==> config.mk <==
export PLATFORM = sky130hd
export DESIGN_NAME = spatz_barrier_responder_flat
export DESIGN_NICKNAME = d
export VERILOG_FILES = /design/src/rtl/spatz_barrier_pkg.sv /design/src/rtl/spatz_barrier_responder_if.sv /design/src/rtl/spatz_barrier_port_fsm.sv /design/src/rtl/spatz_barrier_responder.sv /design/src/flat_wrapper.sv
export SDC_FILE = /design/constraint.sdc
export NUM_CORES = 1
export LEC_CHECK = 0
export BUFFER_PORTS_ARGS = -buffer_cell sky130_fd_sc_hd__buf_2
export CAP_MARGIN = 10
export CORE_AREA = 2 2 125 127
export CTS_BUF_LIST = sky130_fd_sc_hd__clkbuf_8
export DETAILED_ROUTE_END_ITERATION = 8
export DIE_AREA = 0 0 127 129
export SLEW_MARGIN = 20
export SYNTH_ARGS = -nofsm -noshare
export SYNTH_HDL_FRONTEND = slang
export SYNTH_HIERARCHICAL = 1
export SYNTH_SLANG_ARGS = --single-unit
==> constraint.sdc <==
create_clock -name clk_i -period 6.4 [get_ports clk_i]
set_input_delay 0.32 -clock clk_i [delete_from_list [all_inputs] [get_ports clk_i]]
set_output_delay 0.32 -clock clk_i [all_outputs]
set_load 0.005 [all_outputs]
==> src/rtl/spatz_barrier_pkg.sv <==
// Shared definitions for the barrier responder.
//   port_state_e : per-port FSM state (Idle / Arrived / Respond)
//   GenWidth     : width of the completed-barrier generation counter
//   gen_t        : generation counter type
//   gen_next()   : generation increment, wraps modulo 2**GenWidth
package spatz_barrier_pkg;

    localparam int unsigned GenWidth = 8;

    typedef logic [GenWidth-1:0] gen_t;

    typedef enum logic [1:0] {
        PORT_IDLE    = 2'd0,
        PORT_ARRIVED = 2'd1,
        PORT_RESPOND = 2'd2
    } port_state_e;

    function automatic gen_t gen_next(input gen_t gen);
        return gen + gen_t'(1);
    endfunction

endpackage

==> src/rtl/spatz_barrier_responder_if.sv <==
// Per-port request/response bus between the cores and the barrier responder.
//   req_valid_i/req_ready_o : request handshake, one bit per port
//   req_addr_i/req_write_i  : request address and write flag per port
//   rsp_valid_o/rsp_ready_i : response handshake, one bit per port
//   rsp_data_o/rsp_error_o  : response payload and error flag per port
// The _i/_o suffixes are as seen from the responder.
// Modports: master = core side, slave = responder side.
interface spatz_barrier_responder_if #(
    parameter int unsigned NrPorts   = 4,
    parameter int unsigned AddrWidth = 32,
    parameter int unsigned DataWidth = 32
);
    logic [NrPorts-1:0]                req_valid_i;
    logic [NrPorts-1:0]                req_ready_o;
    logic [NrPorts-1:0][AddrWidth-1:0] req_addr_i;
    logic [NrPorts-1:0]                req_write_i;
    logic [NrPorts-1:0]                rsp_valid_o;
    logic [NrPorts-1:0]                rsp_ready_i;
    logic [NrPorts-1:0][DataWidth-1:0] rsp_data_o;
    logic [NrPorts-1:0]                rsp_error_o;

    modport master (
        output req_valid_i, req_addr_i, req_write_i, rsp_ready_i,
        input  req_ready_o, rsp_valid_o, rsp_data_o, rsp_error_o
    );

    modport slave (
        input  req_valid_i, req_addr_i, req_write_i, rsp_ready_i,
        output req_ready_o, rsp_valid_o, rsp_data_o, rsp_error_o
    );
endinterface

==> src/rtl/spatz_barrier_port_fsm.sv <==
// One core port of the barrier responder: Idle / Arrived / Respond FSM plus
// the registered response payload.
//   clk_i, rst_ni    : clock, asynchronous active-low reset
//   barrier_addr_i   : address that identifies a barrier arrival
//   participate_i    : this port takes part in the current barrier
//   release_i        : barrier release from the top (registered-state based)
//   gen_i            : generation value returned on release
//   req_*            : request handshake and payload
//   rsp_*            : response handshake and payload
//   arrived_o        : port is registered in the Arrived state
module spatz_barrier_port_fsm
    import spatz_barrier_pkg::*;
#(
    parameter int unsigned AddrWidth = 32,
    parameter int unsigned DataWidth = 32
) (
    input  logic                 clk_i,
    input  logic                 rst_ni,
    input  logic [AddrWidth-1:0] barrier_addr_i,
    input  logic                 participate_i,
    input  logic                 release_i,
    input  gen_t                 gen_i,
    input  logic                 req_valid_i,
    output logic                 req_ready_o,
    input  logic [AddrWidth-1:0] req_addr_i,
    input  logic                 req_write_i,
    output logic                 rsp_valid_o,
    input  logic                 rsp_ready_i,
    output logic [DataWidth-1:0] rsp_data_o,
    output logic                 rsp_error_o,
    output logic                 arrived_o
);

    port_state_e          state_reg;
    logic                 rsp_valid_reg;
    logic [DataWidth-1:0] rsp_data_reg;
    logic                 rsp_error_reg;

    logic accept;
    logic hit;

    assign req_ready_o = (state_reg == PORT_IDLE);
    assign accept      = req_valid_i && req_ready_o;
    // Only a participating read of the barrier register counts as an arrival.
    assign hit         = (req_addr_i == barrier_addr_i) && !req_write_i && participate_i;

    always_ff @(posedge clk_i or negedge rst_ni) begin
        if (!rst_ni) begin
            state_reg     <= PORT_IDLE;
            rsp_valid_reg <= 1'b0;
            rsp_data_reg  <= '0;
            rsp_error_reg <= 1'b0;
        end else begin
            case (state_reg)
                PORT_IDLE: begin
                    if (accept) begin
                        if (hit) begin
                            state_reg <= PORT_ARRIVED;
                        end else begin
                            state_reg     <= PORT_RESPOND;
                            rsp_valid_reg <= 1'b1;
                            rsp_data_reg  <= '0;
                            rsp_error_reg <= 1'b1;
                        end
                    end
                end
                PORT_ARRIVED: begin
                    // Stays here even if participation is withdrawn; any
                    // release frees every Arrived port.
                    if (release_i) begin
                        state_reg     <= PORT_RESPOND;
                        rsp_valid_reg <= 1'b1;
                        rsp_data_reg  <= DataWidth'(gen_i);
                        rsp_error_reg <= 1'b0;
                    end
                end
                PORT_RESPOND: begin
                    if (rsp_ready_i) begin
                        state_reg     <= PORT_IDLE;
                        rsp_valid_reg <= 1'b0;
                        rsp_data_reg  <= '0;
                        rsp_error_reg <= 1'b0;
                    end
                end
                default: begin
                    state_reg     <= PORT_IDLE;
                    rsp_valid_reg <= 1'b0;
                    rsp_data_reg  <= '0;
                    rsp_error_reg <= 1'b0;
                end
            endcase
        end
    end

    assign rsp_valid_o = rsp_valid_reg;
    assign rsp_data_o  = rsp_data_reg;
    assign rsp_error_o = rsp_error_reg;
    assign arrived_o   = (state_reg == PORT_ARRIVED);

endmodule

==> src/rtl/spatz_barrier_responder.sv <==
// Barrier responder: cores read a barrier register; each read blocks until all
// participating ports have arrived, then every waiting port gets the current
// generation number back and the generation counter advances.
//   clk_i, rst_ni   : clock, asynchronous active-low reset
//   barrier_addr_i  : barrier register address
//   participate_i   : ports taking part in the barrier
//   bus             : per-port request/response bus (slave side)
//   generation_o    : number of completed barriers (wraps at 255)
//   release_o       : high during the cycle the barrier releases
module spatz_barrier_responder
    import spatz_barrier_pkg::*;
#(
    parameter int unsigned NrPorts   = 4,
    parameter int unsigned AddrWidth = 32,
    parameter int unsigned DataWidth = 32
) (
    input  logic                 clk_i,
    input  logic                 rst_ni,
    input  logic [AddrWidth-1:0] barrier_addr_i,
    input  logic [NrPorts-1:0]   participate_i,
    spatz_barrier_responder_if.slave bus,
    output logic [GenWidth-1:0]  generation_o,
    output logic                 release_o
);

    logic [NrPorts-1:0] arrived;
    logic [NrPorts-1:0] missing;
    logic               release_now;
    gen_t               generation_reg;

    for (genvar gi = 0; gi < NrPorts; gi++) begin : g_port
        spatz_barrier_port_fsm #(
            .AddrWidth (AddrWidth),
            .DataWidth (DataWidth)
        ) u_fsm (
            .clk_i          (clk_i),
            .rst_ni         (rst_ni),
            .barrier_addr_i (barrier_addr_i),
            .participate_i  (participate_i[gi]),
            .release_i      (release_now),
            .gen_i          (generation_reg),
            .req_valid_i    (bus.req_valid_i[gi]),
            .req_ready_o    (bus.req_ready_o[gi]),
            .req_addr_i     (bus.req_addr_i[gi]),
            .req_write_i    (bus.req_write_i[gi]),
            .rsp_valid_o    (bus.rsp_valid_o[gi]),
            .rsp_ready_i    (bus.rsp_ready_i[gi]),
            .rsp_data_o     (bus.rsp_data_o[gi]),
            .rsp_error_o    (bus.rsp_error_o[gi]),
            .arrived_o      (arrived[gi])
        );
    end

    // Release looks only at registered Arrived state, so an arrival accepted
    // in the release cycle belongs to the next generation.
    assign missing     = participate_i & ~arrived;
    assign release_now = (|participate_i) && !(|missing);

    always_ff @(posedge clk_i or negedge rst_ni) begin
        if (!rst_ni) begin
            generation_reg <= '0;
        end else if (release_now) begin
            generation_reg <= gen_next(generation_reg);
        end
    end

    assign generation_o = generation_reg;
    assign release_o    = release_now;

endmodule

==> src/flat_wrapper.sv <==
// flat-port wrapper written by rule: the top's interface ports become plain ports
module spatz_barrier_responder_flat import spatz_barrier_pkg::*;
#(
    parameter int unsigned NrPorts   = 4,
    parameter int unsigned AddrWidth = 32,
    parameter int unsigned DataWidth = 32
)
  (clk_i, rst_ni, barrier_addr_i, participate_i, generation_o, release_o, bus_req_valid_i, bus_req_addr_i, bus_req_write_i, bus_rsp_ready_i, bus_req_ready_o, bus_rsp_valid_o, bus_rsp_data_o, bus_rsp_error_o);
  spatz_barrier_responder_if #(.NrPorts(NrPorts), .AddrWidth(AddrWidth), .DataWidth(DataWidth)) bus_i ();
  input  logic clk_i;
  input  logic rst_ni;
  input  logic [AddrWidth-1:0] barrier_addr_i;
  input  logic [NrPorts-1:0] participate_i;
  output logic [GenWidth-1:0] generation_o;
  output logic release_o;
  input wire logic [$bits(bus_i.req_valid_i)-1:0] bus_req_valid_i;
  input wire logic [$bits(bus_i.req_addr_i)-1:0] bus_req_addr_i;
  input wire logic [$bits(bus_i.req_write_i)-1:0] bus_req_write_i;
  input wire logic [$bits(bus_i.rsp_ready_i)-1:0] bus_rsp_ready_i;
  output wire logic [$bits(bus_i.req_ready_o)-1:0] bus_req_ready_o;
  output wire logic [$bits(bus_i.rsp_valid_o)-1:0] bus_rsp_valid_o;
  output wire logic [$bits(bus_i.rsp_data_o)-1:0] bus_rsp_data_o;
  output wire logic [$bits(bus_i.rsp_error_o)-1:0] bus_rsp_error_o;
  assign bus_i.req_valid_i = bus_req_valid_i;
  assign bus_i.req_addr_i = bus_req_addr_i;
  assign bus_i.req_write_i = bus_req_write_i;
  assign bus_i.rsp_ready_i = bus_rsp_ready_i;
  assign bus_req_ready_o = bus_i.req_ready_o;
  assign bus_rsp_valid_o = bus_i.rsp_valid_o;
  assign bus_rsp_data_o = bus_i.rsp_data_o;
  assign bus_rsp_error_o = bus_i.rsp_error_o;
  spatz_barrier_responder #(.NrPorts(NrPorts), .AddrWidth(AddrWidth), .DataWidth(DataWidth)) u_core (.clk_i(clk_i), .rst_ni(rst_ni), .barrier_addr_i(barrier_addr_i), .participate_i(participate_i), .bus(bus_i), .generation_o(generation_o), .release_o(release_o));
endmodule
==> impl_results.md, run 1 <==
- Tcrit/Tclk final: between 40% and 50%
- Clock-pin slew on the worst setup and hold paths: approximately 0.10 ns
- Async SR Flop Fraction: 100%
- GRT overflow: 0
- Largest net degree at the start of global routing: between 50 and 60
- RR Endpoint: u_core/g_port[2].u_fsm/rsp_data_o[5]
- Xor and xnor area share after synthesis: around a quarter
- Dominant synthesized flop cell: dfrtp_1
- DP Area: between 5000 and 6000 um^2
- Synth top area share: slightly below 30%
- Seq cells post-synth: 56
- Largest area contributor in the netlist: dfrtp_1
- Layout area overhead: 22.9%
- Root buf cell: clkbuf_8
- Vias in the first global route: 4147
- Worst Max-Slew Pin Slew: between 1 and 1.5 ns
- Kind of critical path: flop to flop
- Vias per std cell: 4.53
- Final hold viol count: 0
- Reg2Reg Launch Point: u_core/g_port[0].u_fsm/state_reg[1]
- Syn_area_per_cell: between 8 and 9 um^2
- Yosys warns: 6
- Power per cell area: roughly 170 nW/um^2
- Sum Neg Setup Slack: 0 ns
- Hold Path Class: primary input to asynchronous set/reset pin
- Main combinational cell family by area after synthesis: XOR/XNOR gates
- # rows: between 40 and 50
- Synth top cells by count: xor2_1, buf_4, dfrtp_1, inv_1
- Slew headroom: roughly 30%
- Layout cells sized above 1: about a third
- First drt pass iteration count: 5
- Largest register FFs: 32
- Synth unique cells: 32
- RSZ-0062 raised after global routing: no
- WHS: about 0.14 ns
- EDFF count, synth: 0
- Deepest clock path buffer count: 2
- Worst-Skew Late Latency: ~0.31 ns
- Status: completed
- Required time of the critical path: 6.64 ns
- Iteration-0 DRC Markers: between 200 and 250
- Simple-Gate Fraction of Synth Area: between 10% and 20%
- CTS tree: built
- RD Place Congestion: between 0.9 and 1
- Die W: between 100 and 150 um
- Compound-Gate Fraction of Synth Area: approximately 12%
- Final WL: about 15000 um
- Number of port buffers: 230
- Starting density of the core: 32.4%
- # hold bufs at CTS: 0
- Synth Instances: between 500 and 600
- Seq/Total Area, Yosys: between 20 and 30%
- Total power: a little under 1 mW
- Syn Std Cell Area: ~4900 um^2
- Initial antenna violation count: 2
- Final setup fails: 0
- Reg-to-reg slack, setup: approximately 3.4 ns
- DR WL/cell: 15.6 um
- CTS Sinks: 56
- Io pins: 327
- Max Cap Viol: 0
- Final nets: approximately 960
- Fmax: ~330 MHz
- Mux contribution to synthesized area: between 2 and 2.5%
- Core area: roughly 15000 um^2
- GRT Util Overall: approximately 18%
- Final-report max-slew violation count: 0
- H-tree Lvls: 2
- Die H: 129 um
- Cell area after layout: roughly 6000 um^2
- Synth area leaders: dfrtp_1, xor2_1, buf_4
- Worst Clk Skew: 0.00365 ns
- Die area: around 16000 um^2
- Setup WS post-layout: 3.40 ns
- CTS buffer count: 5
- Min Tclk post-route: ~3.0 ns
- Most frequent cell after synthesis: xor2_1
- Leak: between 3 and 4 nW
- Adder-Cell Fraction of Synth Area: less than 1%
- DRC: 0
- Antenna viol nets, final: 0
- Post-CTS sizing: 0
- Crit path launch type: flop
- Via count: approximately 4400
- Worst slack at placement: 3.46 ns
- DP Wirelength: around 13000 um
- Critical Path AT: 3.24 ns
- Worst vdd ir: ~0.00011 V
- Global-route wire length before repair: approximately 23000 um
- R2R depth: 9
- Setup bufs post-CTS: 0
- Worst Path Max Fanout: 12
- Crit end category: flop
-- report_power, final --
group	leakage (nW)	switching, mW	internal (mW)
sequential	0.744	0.0590	0.383
clock	0.0645	0.118	0.138
combinational	2.20	0.157	0.133
-- metrics by stage --
step | utilization [%] | instances
2_1_floorplan | - | 648
5_1_grt | 39.8 | 972
6_report | 39.8 | 972
3_3_place_gp | 39.0 | 963
4_1_cts | 39.8 | 971
3_5_place_dp | 39.0 | 963
-- layer usage --
metal / GRT usage (%) / part of all wire (%) / wire length (um) / vias up
met3: 2.66 / 6.5 / 984 / 17
met4: 4.98 / 2.4 / 357 / 0
met2: 30.2 / 48 / 7330 / 196
met1: 23.1 / 43 / 6460 / 2021
li1: - / - / - / 2165
met5: 0 / 0 / 0 / -
-- how the worst max path moves through the flow --
stage                                              from                                    to  slack [ns]  cells after the start
finish              u_core/g_port[0].u_fsm/state_reg[1]  u_core/g_port[2].u_fsm/rsp_data_o[5]        3.40                      9
global route        u_core/g_port[0].u_fsm/state_reg[1]  u_core/g_port[2].u_fsm/rsp_data_o[0]        3.14                      9
CTS                 u_core/g_port[0].u_fsm/state_reg[1]  u_core/g_port[2].u_fsm/rsp_data_o[5]        3.43                      9
detailed placement  u_core/g_port[0].u_fsm/state_reg[1]  u_core/g_port[2].u_fsm/rsp_data_o[5]        3.46                      9
global placement    u_core/g_port[0].u_fsm/state_reg[1]  u_core/g_port[2].u_fsm/rsp_data_o[0]        3.50                      9
floorplan           u_core/g_port[0].u_fsm/state_reg[1]  u_core/g_port[0].u_fsm/rsp_data_o[0]        4.35                      9
-- cell families (layout without fill, tap and decap cells) --
logic type | count (synthesis) | after routing
other | 4 | 97
flip-flops | 56 | 56
multiplexers | 9 | 9
AO/OA/AOI/OAI | 93 | 93
AND/OR/NAND/NOR | 109 | 109
buffers and inverters | 149 | 284
adder cells (fa/ha/maj) | 1 | 1
XOR/XNOR | 135 | 135
-- area by class of cell --
cell class | count | area (um^2)
Clock buffer | 7 | 96.3
Sequential cell | 56 | 1400
Antenna cell | 1 | 2.50
Fill cell | 1569 | 9010
Timing Repair Buffer | 231 | 1160
Inverter | 45 | 169
Clock inverter | 1 | 30.0
Multi-Input combinational cell | 443 | 2870
Tap cell | 188 | 235
-- layout by cell type (no fill, tap or decap), drive strengths merged, types with 7 or more instances in the layout --
master,synthesis,routed
a22oi,32,32
o22ai,8,8
nand2b,7,7
conb,4,96
a21oi,8,8
o21ai,40,40
nand2,15,15
nor4,31,31
nor2,17,17
dfrtp,56,56
nand4,8,8
buf,100,231
nor3,10,10
clkbuf,4,7
xor2,123,123
inv,45,45
nor3b,9,9
xnor2,12,12
-- worst max-delay path: stages, from the launching register on --
cell and delay [ns]:
dfrtp_1 0.43, nand2b_1 0.21, inv_1 0.08, nand2b_1 0.14, o2111ai_4 0.19, nor2_2 0.46
o22ai_1 0.47, nor2_1 0.67, a22oi_1 0.15, o21ai_1 0.12
No activity file was read; power rests on OpenSTA's default activity.
==> run 2: changes to the inputs <==
clock period = 3 ns   (was 6.4 ns; I/O delays follow)
==> run 2 against run 1 <==
Clock power grew 100%. Clock-buffer cell count shrank 1. Sequential cell count is the same. First-iteration DRC count grew 3.1%. Register-to-register slack lost 2.9 ns. Largest cell class unchanged. Worst hold slack lost 0.029 ns. Critical endpoint is now u_core/g_port[3].u_fsm/rsp_data_o[5]. Maximum frequency grew 18%. Core utilization grew 0.27 points. Power grew 110%.
==> impl_results.md, run 2 (synthesis results as in run 1) <==
- Status: completed
- RSZ-0062 raised after global routing: no
- Largest net degree at the start of global routing: 38
- Buf/Inv on CP: 2
- Hold endpoint: u_core/g_port[1].u_fsm/state_reg[1]
- Leak: a little over 3 nW
- First drt pass iteration count: 7
- Deepest clock path buffer count: 2
- Core area: approximately 15000 um^2
- # rows: 45
- RR Endpoint: u_core/g_port[3].u_fsm/rsp_data_o[5]
- Worst-path cell chain: nand2b_1 > inv_1 > o2111ai_4 > nor2_2 > o22ai_1 > nor2_1 > buf_4 > a22oi_1 > o21ai_1
- DR WL/cell: around 16 um
- Die area: approximately 16000 um^2
- Worst Path Max Fanout: 12
- Reg2Reg Launch Point: u_core/g_port[1].u_fsm/state_reg[0]
- Io pins: roughly 330
- Starting density of the core: approximately a third
- GRT Util Overall: between 15 and 20%
- Antenna viol nets, final: 0
- Number of port buffers: between 200 and 250
- WHS: 0.110 ns
- Initial antenna violation count: 0
- Clock-pin slew on the worst setup and hold paths: 0.10 ns
- Worst vdd ir: between 0.0002 and 0.00025 V
- Layout area overhead: 23.7%
- Final WL: 15200 um
- Required time of the critical path: 3.19 ns
- R2R depth: 9
- CP max stage cell: o22ai_1
- Worst path max stage delay: between 0.8 and 0.9 ns
- Finished Core Util: between 40% and 50%
- Final hold viol count: 0
- Layout cells sized above 1: 32.1%
- Hold Path Class: primary input to flop
- Reg-to-reg slack, setup: about 0.46 ns
- Vias per std cell: 4.47
- Die H: approximately 130 um
- Global-route wire length before repair: 23000 um
- Final-report max-slew violation count: 0
- Slew headroom: ~28%
- Most frequent cells in the layout: buf_2, xor2_1, conb_1
- Min Tclk post-route: 2.54 ns
- CTS Sinks: 56
- Final nets: 967
- H-tree Lvls: 2
- Antenna Cells: 0
- Total power: 2.09 mW
- CTS buffer count: 5
- CP delay by family, top: compound AO/OA/AOI/OAI gates
- Worst Max-Slew Pin Slew: 1.08 ns
- CTS tree: built
- Via count: ~4400
- DP Wirelength: approximately 13000 um
- RD Place Congestion: approximately 0.96
- Die W: 127 um
- Hold Crit Depth: 3
- Kind of critical path: flop to flop
- Root buf cell: clkbuf_8
- Min-delay src: bus_req_valid_i[1]
- Crit end category: flop
- Post-CTS sizing: 0
- GRT overflow: 0
- Worst Clk Skew: a little under 0.006 ns
- Commonest non-fill, non-tap cell in the layout: buf_2
- Worst-Skew Late Latency: approximately 0.31 ns
- Power per cell area: 349 nW/um^2
- Max Cap Viol: 0
- Crit path launch type: flop
- Largest register FFs: 32
- Iteration-0 DRC Markers: about 230
- Vias in the first global route: 4241
- Critical Path AT: 2.73 ns
- Fmax: around 390 MHz
- Final setup fails: 0
- DRC: 0
- Tcrit/Tclk final: roughly 85%
- Sum Neg Setup Slack: 0 ns
## run 2: worst register-to-register path, cell delays in order (launching register included)
cell	delay, ns
dfrtp_1	0.45
nand2b_1	0.16
inv_1	0.09
o2111ai_4	0.30
nor2_2	0.07
o22ai_1	0.84
nor2_1	0.08
buf_4	0.21
a22oi_1	0.15
o21ai_1	0.09
## run 2: final cells by class
type	count	area, um^2
fillers	1562	8970
multi-input cells	443	2870
flip-flops and latches	56	1400
repair buffers	237	1210
well taps	188	235
inverters	45	169
clock buffers	6	82.6
clock inverters	2	38.8
## run 2: metal layers
metal  vias to the layer above  track usage [%]  share of wire [%]
li1                       2163                -                  -
met1                      2004             23.4                 42
met2                       187             31.5                 51
met3                        14             2.66                5.7
met4                         0             3.88                1.7
met5                         -                0                  0
## run 2: where the power goes
part | total (mW) | switching (mW) | internal (mW)
clock | 0.526 | 0.253 | 0.274
sequential | 0.938 | 0.121 | 0.816
combinational | 0.629 | 0.338 | 0.292
total | 2.09 | 0.712 | 1.38
## run 2: worst max-delay path by stage
stage,from,endpoint,cells past startpoint
2_1_floorplan,u_core/g_port[0].u_fsm/state_reg[1],u_core/g_port[0].u_fsm/rsp_data_o[0],9
3_3_place_gp,u_core/g_port[0].u_fsm/state_reg[0],u_core/g_port[3].u_fsm/rsp_data_o[3],10
3_5_place_dp,u_core/g_port[0].u_fsm/state_reg[0],u_core/g_port[3].u_fsm/rsp_data_o[4],10
4_1_cts,u_core/g_port[1].u_fsm/state_reg[0],u_core/g_port[3].u_fsm/rsp_data_o[5],9
5_1_grt,u_core/g_port[1].u_fsm/state_reg[0],u_core/g_port[3].u_fsm/rsp_data_o[7],9
6_report,u_core/g_port[1].u_fsm/state_reg[0],u_core/g_port[3].u_fsm/rsp_data_o[5],9
## run 2: timing repair
item                                   in CTS  in global routing
endpoints found under the hold margin      19                  0
buffers inserted                            0                  0
hold buffers                                1                  0
## run 2: stage by stage
step           cells  worst slack [ns]  area [um^2]
2_1_floorplan    648             0.946         5200
3_3_place_gp     968             0.530         5880
3_5_place_dp     968             0.483         5880
4_1_cts          977             0.447         6010
5_1_grt          977             0.208         6010
6_report         977             0.459         6010
